**config.mk**
```make
export PLATFORM = sky130hd
export DESIGN_NAME = pc_unit_ras
export DESIGN_NICKNAME = d
export VERILOG_FILES = /design/src/rtl/lc3_pc_pkg.sv /design/src/rtl/pc_ras.sv /design/src/rtl/pc_unit_ras.sv
export SDC_FILE = /design/constraint.sdc
export NUM_CORES = 1
export LEC_CHECK = 0
export BUFFER_PORTS_ARGS = -buffer_cell sky130_fd_sc_hd__buf_4
export CORE_ASPECT_RATIO = 0.7
export CORE_MARGIN = 4
export CORE_UTILIZATION = 61
export DETAILED_ROUTE_END_ITERATION = 12
export GPL_TIMING_DRIVEN = 0
export PLACE_DENSITY = 0.87
export SLEW_MARGIN = 20
export SYNTH_ARGS = -nofsm -noshare
export SYNTH_HDL_FRONTEND = slang
export SYNTH_SLANG_ARGS = --single-unit
```
**constraint.sdc**
```tcl
create_clock -name clk -period 6.02 [get_ports clk]
set_input_delay 1.204 -clock clk [delete_from_list [all_inputs] [get_ports clk]]
set_output_delay 1.204 -clock clk [all_outputs]
set_load 0.05 [all_outputs]
```
**src/rtl/lc3_pc_pkg.sv**
```systemverilog
// Shared types and constants for the LC-3 program-counter unit.
package lc3_pc_pkg;

  typedef enum logic [1:0] {
    PC_SEL_INC = 2'b00,
    PC_SEL_EAB = 2'b01,
    PC_SEL_BUS = 2'b10,
    PC_SEL_RAS = 2'b11
  } pc_sel_t;

  localparam int unsigned PC_WIDTH     = 16;
  localparam logic [15:0] PC_RESET_VEC = 16'h3000;

endpackage

```
**src/rtl/pc_ras.sv**
```systemverilog
// Circular hardware return-address stack with entry count and sticky overflow/underflow flags.
module pc_ras #(
  parameter int unsigned WIDTH     = 16,
  parameter int unsigned RAS_DEPTH = 4,
  localparam int unsigned PTR_W    = $clog2(RAS_DEPTH),
  localparam int unsigned CNT_W    = PTR_W + 1
) (
  input  logic             clk,
  input  logic             rst_n,
  input  logic             ld,
  input  logic             pop,
  input  logic             push,
  input  logic [WIDTH-1:0] push_data,
  input  logic             clr_err,
  output logic [WIDTH-1:0] top_c,
  output logic             empty_c,
  output logic [CNT_W-1:0] cnt,
  output logic             ovf,
  output logic             unf
);

  logic [WIDTH-1:0] mem [RAS_DEPTH];
  logic [PTR_W-1:0] ptr, ptr_nxt, ptr_m1, wr_addr;
  logic [CNT_W-1:0] cnt_nxt;
  logic             ovf_nxt, unf_nxt, wr_en, full;

  // ptr is the next free slot; the top of stack sits just below it.
  assign ptr_m1  = ptr - PTR_W'(1);
  assign full    = (cnt == CNT_W'(RAS_DEPTH));
  assign empty_c = (cnt == '0);
  assign top_c   = mem[ptr_m1];

  always_comb begin
    ptr_nxt = ptr;
    cnt_nxt = cnt;
    ovf_nxt = clr_err ? 1'b0 : ovf;
    unf_nxt = clr_err ? 1'b0 : unf;
    wr_en   = 1'b0;
    wr_addr = ptr;
    if (ld) begin
      if (pop && !empty_c) begin
        if (push) begin
          // Return and call in one cycle: replace the top in place.
          wr_en   = 1'b1;
          wr_addr = ptr_m1;
        end else begin
          ptr_nxt = ptr_m1;
          cnt_nxt = cnt - CNT_W'(1);
        end
      end else begin
        if (pop) unf_nxt = 1'b1;
        if (push) begin
          wr_en   = 1'b1;
          ptr_nxt = ptr + PTR_W'(1);
          if (full) ovf_nxt = 1'b1;
          else      cnt_nxt = cnt + CNT_W'(1);
        end
      end
    end
  end

  always_ff @(posedge clk or negedge rst_n) begin
    if (!rst_n) begin
      ptr <= '0;
      cnt <= '0;
      ovf <= 1'b0;
      unf <= 1'b0;
    end else begin
      ptr <= ptr_nxt;
      cnt <= cnt_nxt;
      ovf <= ovf_nxt;
      unf <= unf_nxt;
    end
  end

  // Stack data needs no reset; contents are meaningless until pushed.
  always_ff @(posedge clk) begin
    if (wr_en) mem[wr_addr] <= push_data;
  end

endmodule

```
**src/rtl/pc_unit_ras.sv**
```systemverilog
// LC-3 PC register with next-PC mux (PC+1 / EAB / bus / return stack).
// Optional last-branch-source trace register enabled by PC_TRACE_EN.
module pc_unit_ras
  import lc3_pc_pkg::*;
#(
  parameter int unsigned       WIDTH     = PC_WIDTH,
  parameter logic [WIDTH-1:0]  RESET_VEC = WIDTH'(PC_RESET_VEC),
  parameter int unsigned       RAS_DEPTH = 4,
  localparam int unsigned      CNT_W     = $clog2(RAS_DEPTH) + 1
) (
  input  logic             clk,
  input  logic             reset,
  input  logic             ldPC,
  input  logic [1:0]       selPC,
  input  logic             push,
  input  logic [WIDTH-1:0] eabOut,
  input  logic [WIDTH-1:0] Bus,
  input  logic             clr_err,
  output logic [WIDTH-1:0] PCOut,
`ifdef PC_TRACE_EN
  output logic [WIDTH-1:0] trace_pc,
`endif
  output logic [CNT_W-1:0] ras_cnt,
  output logic             ras_ovf,
  output logic             ras_unf
);

  pc_sel_t          sel;
  logic [WIDTH-1:0] pc_inc, pc_nxt, ras_top;
  logic             ras_empty, pc_load;

  assign sel    = pc_sel_t'(selPC);
  assign pc_inc = PCOut + WIDTH'(1);

  pc_ras #(
    .WIDTH     (WIDTH),
    .RAS_DEPTH (RAS_DEPTH)
  ) u_ras (
    .clk       (clk),
    .rst_n     (reset),
    .ld        (ldPC),
    .pop       (sel == PC_SEL_RAS),
    .push      (push),
    .push_data (pc_inc),
    .clr_err   (clr_err),
    .top_c     (ras_top),
    .empty_c   (ras_empty),
    .cnt       (ras_cnt),
    .ovf       (ras_ovf),
    .unf       (ras_unf)
  );

  // A pop from an empty stack leaves the PC where it is.
  always_comb begin
    pc_nxt  = PCOut;
    pc_load = 1'b0;
    if (ldPC) begin
      unique case (sel)
        PC_SEL_INC: begin pc_nxt = pc_inc; pc_load = 1'b1; end
        PC_SEL_EAB: begin pc_nxt = eabOut; pc_load = 1'b1; end
        PC_SEL_BUS: begin pc_nxt = Bus;    pc_load = 1'b1; end
        PC_SEL_RAS: begin
          if (!ras_empty) begin
            pc_nxt  = ras_top;
            pc_load = 1'b1;
          end
        end
        default: ;
      endcase
    end
  end

  always_ff @(posedge clk or negedge reset) begin
    if (!reset) PCOut <= RESET_VEC;
    else        PCOut <= pc_nxt;
  end

`ifdef PC_TRACE_EN
  always_ff @(posedge clk or negedge reset) begin
    if (!reset)                             trace_pc <= '0;
    else if (pc_load && sel != PC_SEL_INC)  trace_pc <= PCOut;
  end
`endif

endmodule

```
==> flow_summary.ini <==
[sta]
slew_headroom_pct = 50.0
fin_setup_tns_ps = 0
skew_ps = 6.22
finalSetupViolCount = 0
worst_slew_pin_slew_ps = 750
min_period_ps = 2870
max_freq_mhz = 349
final.period_utilization_pct = 47.6
setup_slack_ps = 3150
report.final.slew_viol_count = 0
rsz0062_at_grt = false
hold_viol_final = 0

[clock_network]
ctsHtreeMaxLevel = 3
clkSlewWorstSetupHoldPaths_ps = 80
cts_tree = built
hold_buffers = 0
root_buffer = clkbuf_8
clk_latency_ps = 350
numCtsBuffers = 9
clock_sinks = 87
max-clock-path-buffers = 2
post_cts_buffers = 0
post_cts_resized = 0

[setup_path]
crit_required_ps = 6090
crit_path_start_kind = input pin
arrival_ps = 2930
worst_setup_path_end_kind = flip-flop
slowest_delay_ps = 560
crit_path_cell_trace = buf_4, and2_1, nand2b_1, buf_2, or3_1, a21oi_2, buf_6
path_class = in -> reg
critPathSlowestCell = a21oi_2
crit_fanout = 9

[final_layout]
nFillCells = 397
diodes = 0
fin_nets = 436
areaGrowthSynthToFinish_pct = 19.9
regArea_sq_um = 2500
multi_input_area_sq_um = 1540
drive_above_1_share_pct = 26.8

[pwr]
p_per_area_nw_per_um2 = 438
p_leak_uw = 0.00192
ir_worst_vdd_mv = 0.243

[detailed_routing]
drt_pass1_iterations = 7
detail-route-antenna-nets = 0
vias = 3172
wl_per_cell_um = 22.5
drtIter0Drc = 345
post_drt_via_cell_ratio = 6.47
routed_wl_mm = 11.0
remaining_drc_errors = 0

[global_routing]
grt_pass1_wl_mm = 17.2
antenna_found_initial = 0
grtUsageTotal_pct = 27.8
grt_remaining_overflow = 0
grt_max_degree = 24
grt_pass1_vias = 3078

[synth]
synth_top_cell_area_share_pct = 46.1
synth_cell_types = 46
ys_seq_area_share_pct = 59.9
avgSynthCellArea_sq_um = 13.0
netlist_area_sq_um = 4170
syn_inst = 321
ys.flop_type = edfxtp_1
yosys-top-cells-area = edfxtp_1 46%, dfrtp_1 13%, mux2i_1 4.3%
yosysWarningCount = 0
synth_edf_count = 64
async_flop_share_pct = 26.4
yosysTopAreaCell = edfxtp_1
synthesis.nets = 363
ys_ff_latch = 87

[die]
io_pins = 60
initial_core_util_pct = 64.9
dieArea_sq_um = 8250
die_y_um = 77.2
design.core.area_sq_um = 6430
die_w_um = 107
fp-row-count = 24

[place]
place_congestion = 0.911
port_buffers = 58
dp_hpwl_mm = 7.67
pre_cts_slack_ps = 2790

[flow_run]
maxCapViolCount = 0

[outcome]
outcome = finished clean

[worst_hold_path]
hp-class = reg -> reg
[metal layers]
metal,up-vias,wire length (um),GRT usage (%),share of wire (%)
met5,-,0,0,0
met4,0,218,7.92,2.0
met3,31,1260,6.38,11
met2,233,5150,43.0,47
met1,1528,4370,39.9,40
li1,1380,-,-,-
[sequential cells by signal, summed over array words and instances (netlist names)]
signal	cells
u_ras.ovf	1
u_ras.unf	1
PCOut	16
u_ras.cnt	3
u_ras.ptr	2
u_ras.mem	64
[cell usage in the layout, fill, tap and decap left out, types with 3 or more instances in the layout]
cell	instances
mux4_2	7
a31oi_1	7
dfrtp_1	21
buf_4	59
nand2_1	17
o22a_1	4
o21a_1	4
o22ai_1	9
mux4_1	3
nand3_1	11
nand4_1	6
ha_1	3
a2bb2oi_1	7
buf_2	11
nor2_1	12
nand2b_1	4
a21oi_1	19
xor2_1	6
o221ai_1	4
mux2i_1	18
clkbuf_1	9
o21ai_0	16
or3_1	4
inv_1	11
clkbuf_8	9
o2bb2ai_1	5
edfxtp_1	64
buf_8	3
xnor2_1	13
[through the flow]
step | instances | utilization, % | power (uW) | hold slack [ps] | instance area [sq um]
2_1_floorplan | 321 | - | 1480 | 625 | 4170
3_3_place_gp | 470 | 73.5 | 1710 | 476 | 4720
3_5_place_dp | 474 | 74.6 | 1750 | 484 | 4790
4_1_cts | 490 | 77.9 | 2190 | 504 | 5000
5_1_grt | 490 | 77.9 | 2280 | 522 | 5000
6_report | 490 | 77.9 | 2190 | 505 | 5000
[where the power goes]
part | switching [uW] | internal, uW | leakage (uW)
clock | 202 | 235 | 0.000104
combinational | 532 | 321 | 0.000972
sequential | 91.7 | 811 | 0.000840
[final timing paths]
kind | from | end | slack (ps) | cells after the start
max | selPC[1] | u_ras.mem[1][1] | 3150 | 7
min | u_ras.ovf | u_ras.ovf | 510 | 1
max reg2reg | u_ras.cnt[1] | u_ras.mem[2][10] | 3280 | 7
min reg2reg | u_ras.ovf | u_ras.ovf | 510 | 1
max in group asynchronous | reset | PCOut[12] | 4950 | 1
min in group asynchronous | reset | PCOut[0] | 750 | 1
[area by class of cell]
class / instances / share of cell area [%]
Timing Repair Buffer: 62 / 9.83
Clock buffer: 11 / 2.63
Clock inverter: 5 / 1.63
Buffer: 20 / 2.00
Inverter: 11 / 0.825
Tap cell: 91 / 2.28
Sequential cell: 87 / 50.0
Multi-Input combinational cell: 203 / 30.9
[kinds of logic (layout without fill, tap and decap cells)]
family	Yosys count	count (layout)	share of synthesized area (%)
AO/OA/AOI/OAI	85	85	13.4
multiplexers	29	29	10.3
buffers and inverters	31	109	3.39
adder cells (fa/ha/maj)	3	3	0.900
XOR/XNOR	19	19	3.99
flip-flops	87	87	59.9
AND/OR/NAND/NOR	67	67	8.19
[critical path, delay by kind of cell]
kind / cells / cell delay [ps]
buffers and inverters: 3 / 530
AOI/OAI and AO/OA: 1 / 560
and+or+nand+nor: 3 / 630
[synthesized netlist by cell type, types with 2 or more instances]
library cell,number
xor2_1,6
o22ai_1,9
o22a_1,4
o2bb2ai_1,5
o221ai_1,4
dfstp_2,2
o21ai_0,16
o211ai_1,2
nand4_1,6
nand2b_1,4
mux4_1,3
nor3_1,2
or3_1,4
nor2_1,14
buf_2,11
xnor2_1,13
edfxtp_1,64
inv_1,11
a21oi_1,21
mux4_2,7
clkbuf_1,7
ha_1,3
a2bb2oi_1,7
mux2i_1,18
nand3_1,11
o21a_1,4
dfrtp_1,21
a31oi_1,7
nand2_1,17
and3_1,2
No activity file was read; power rests on OpenSTA's default activity.
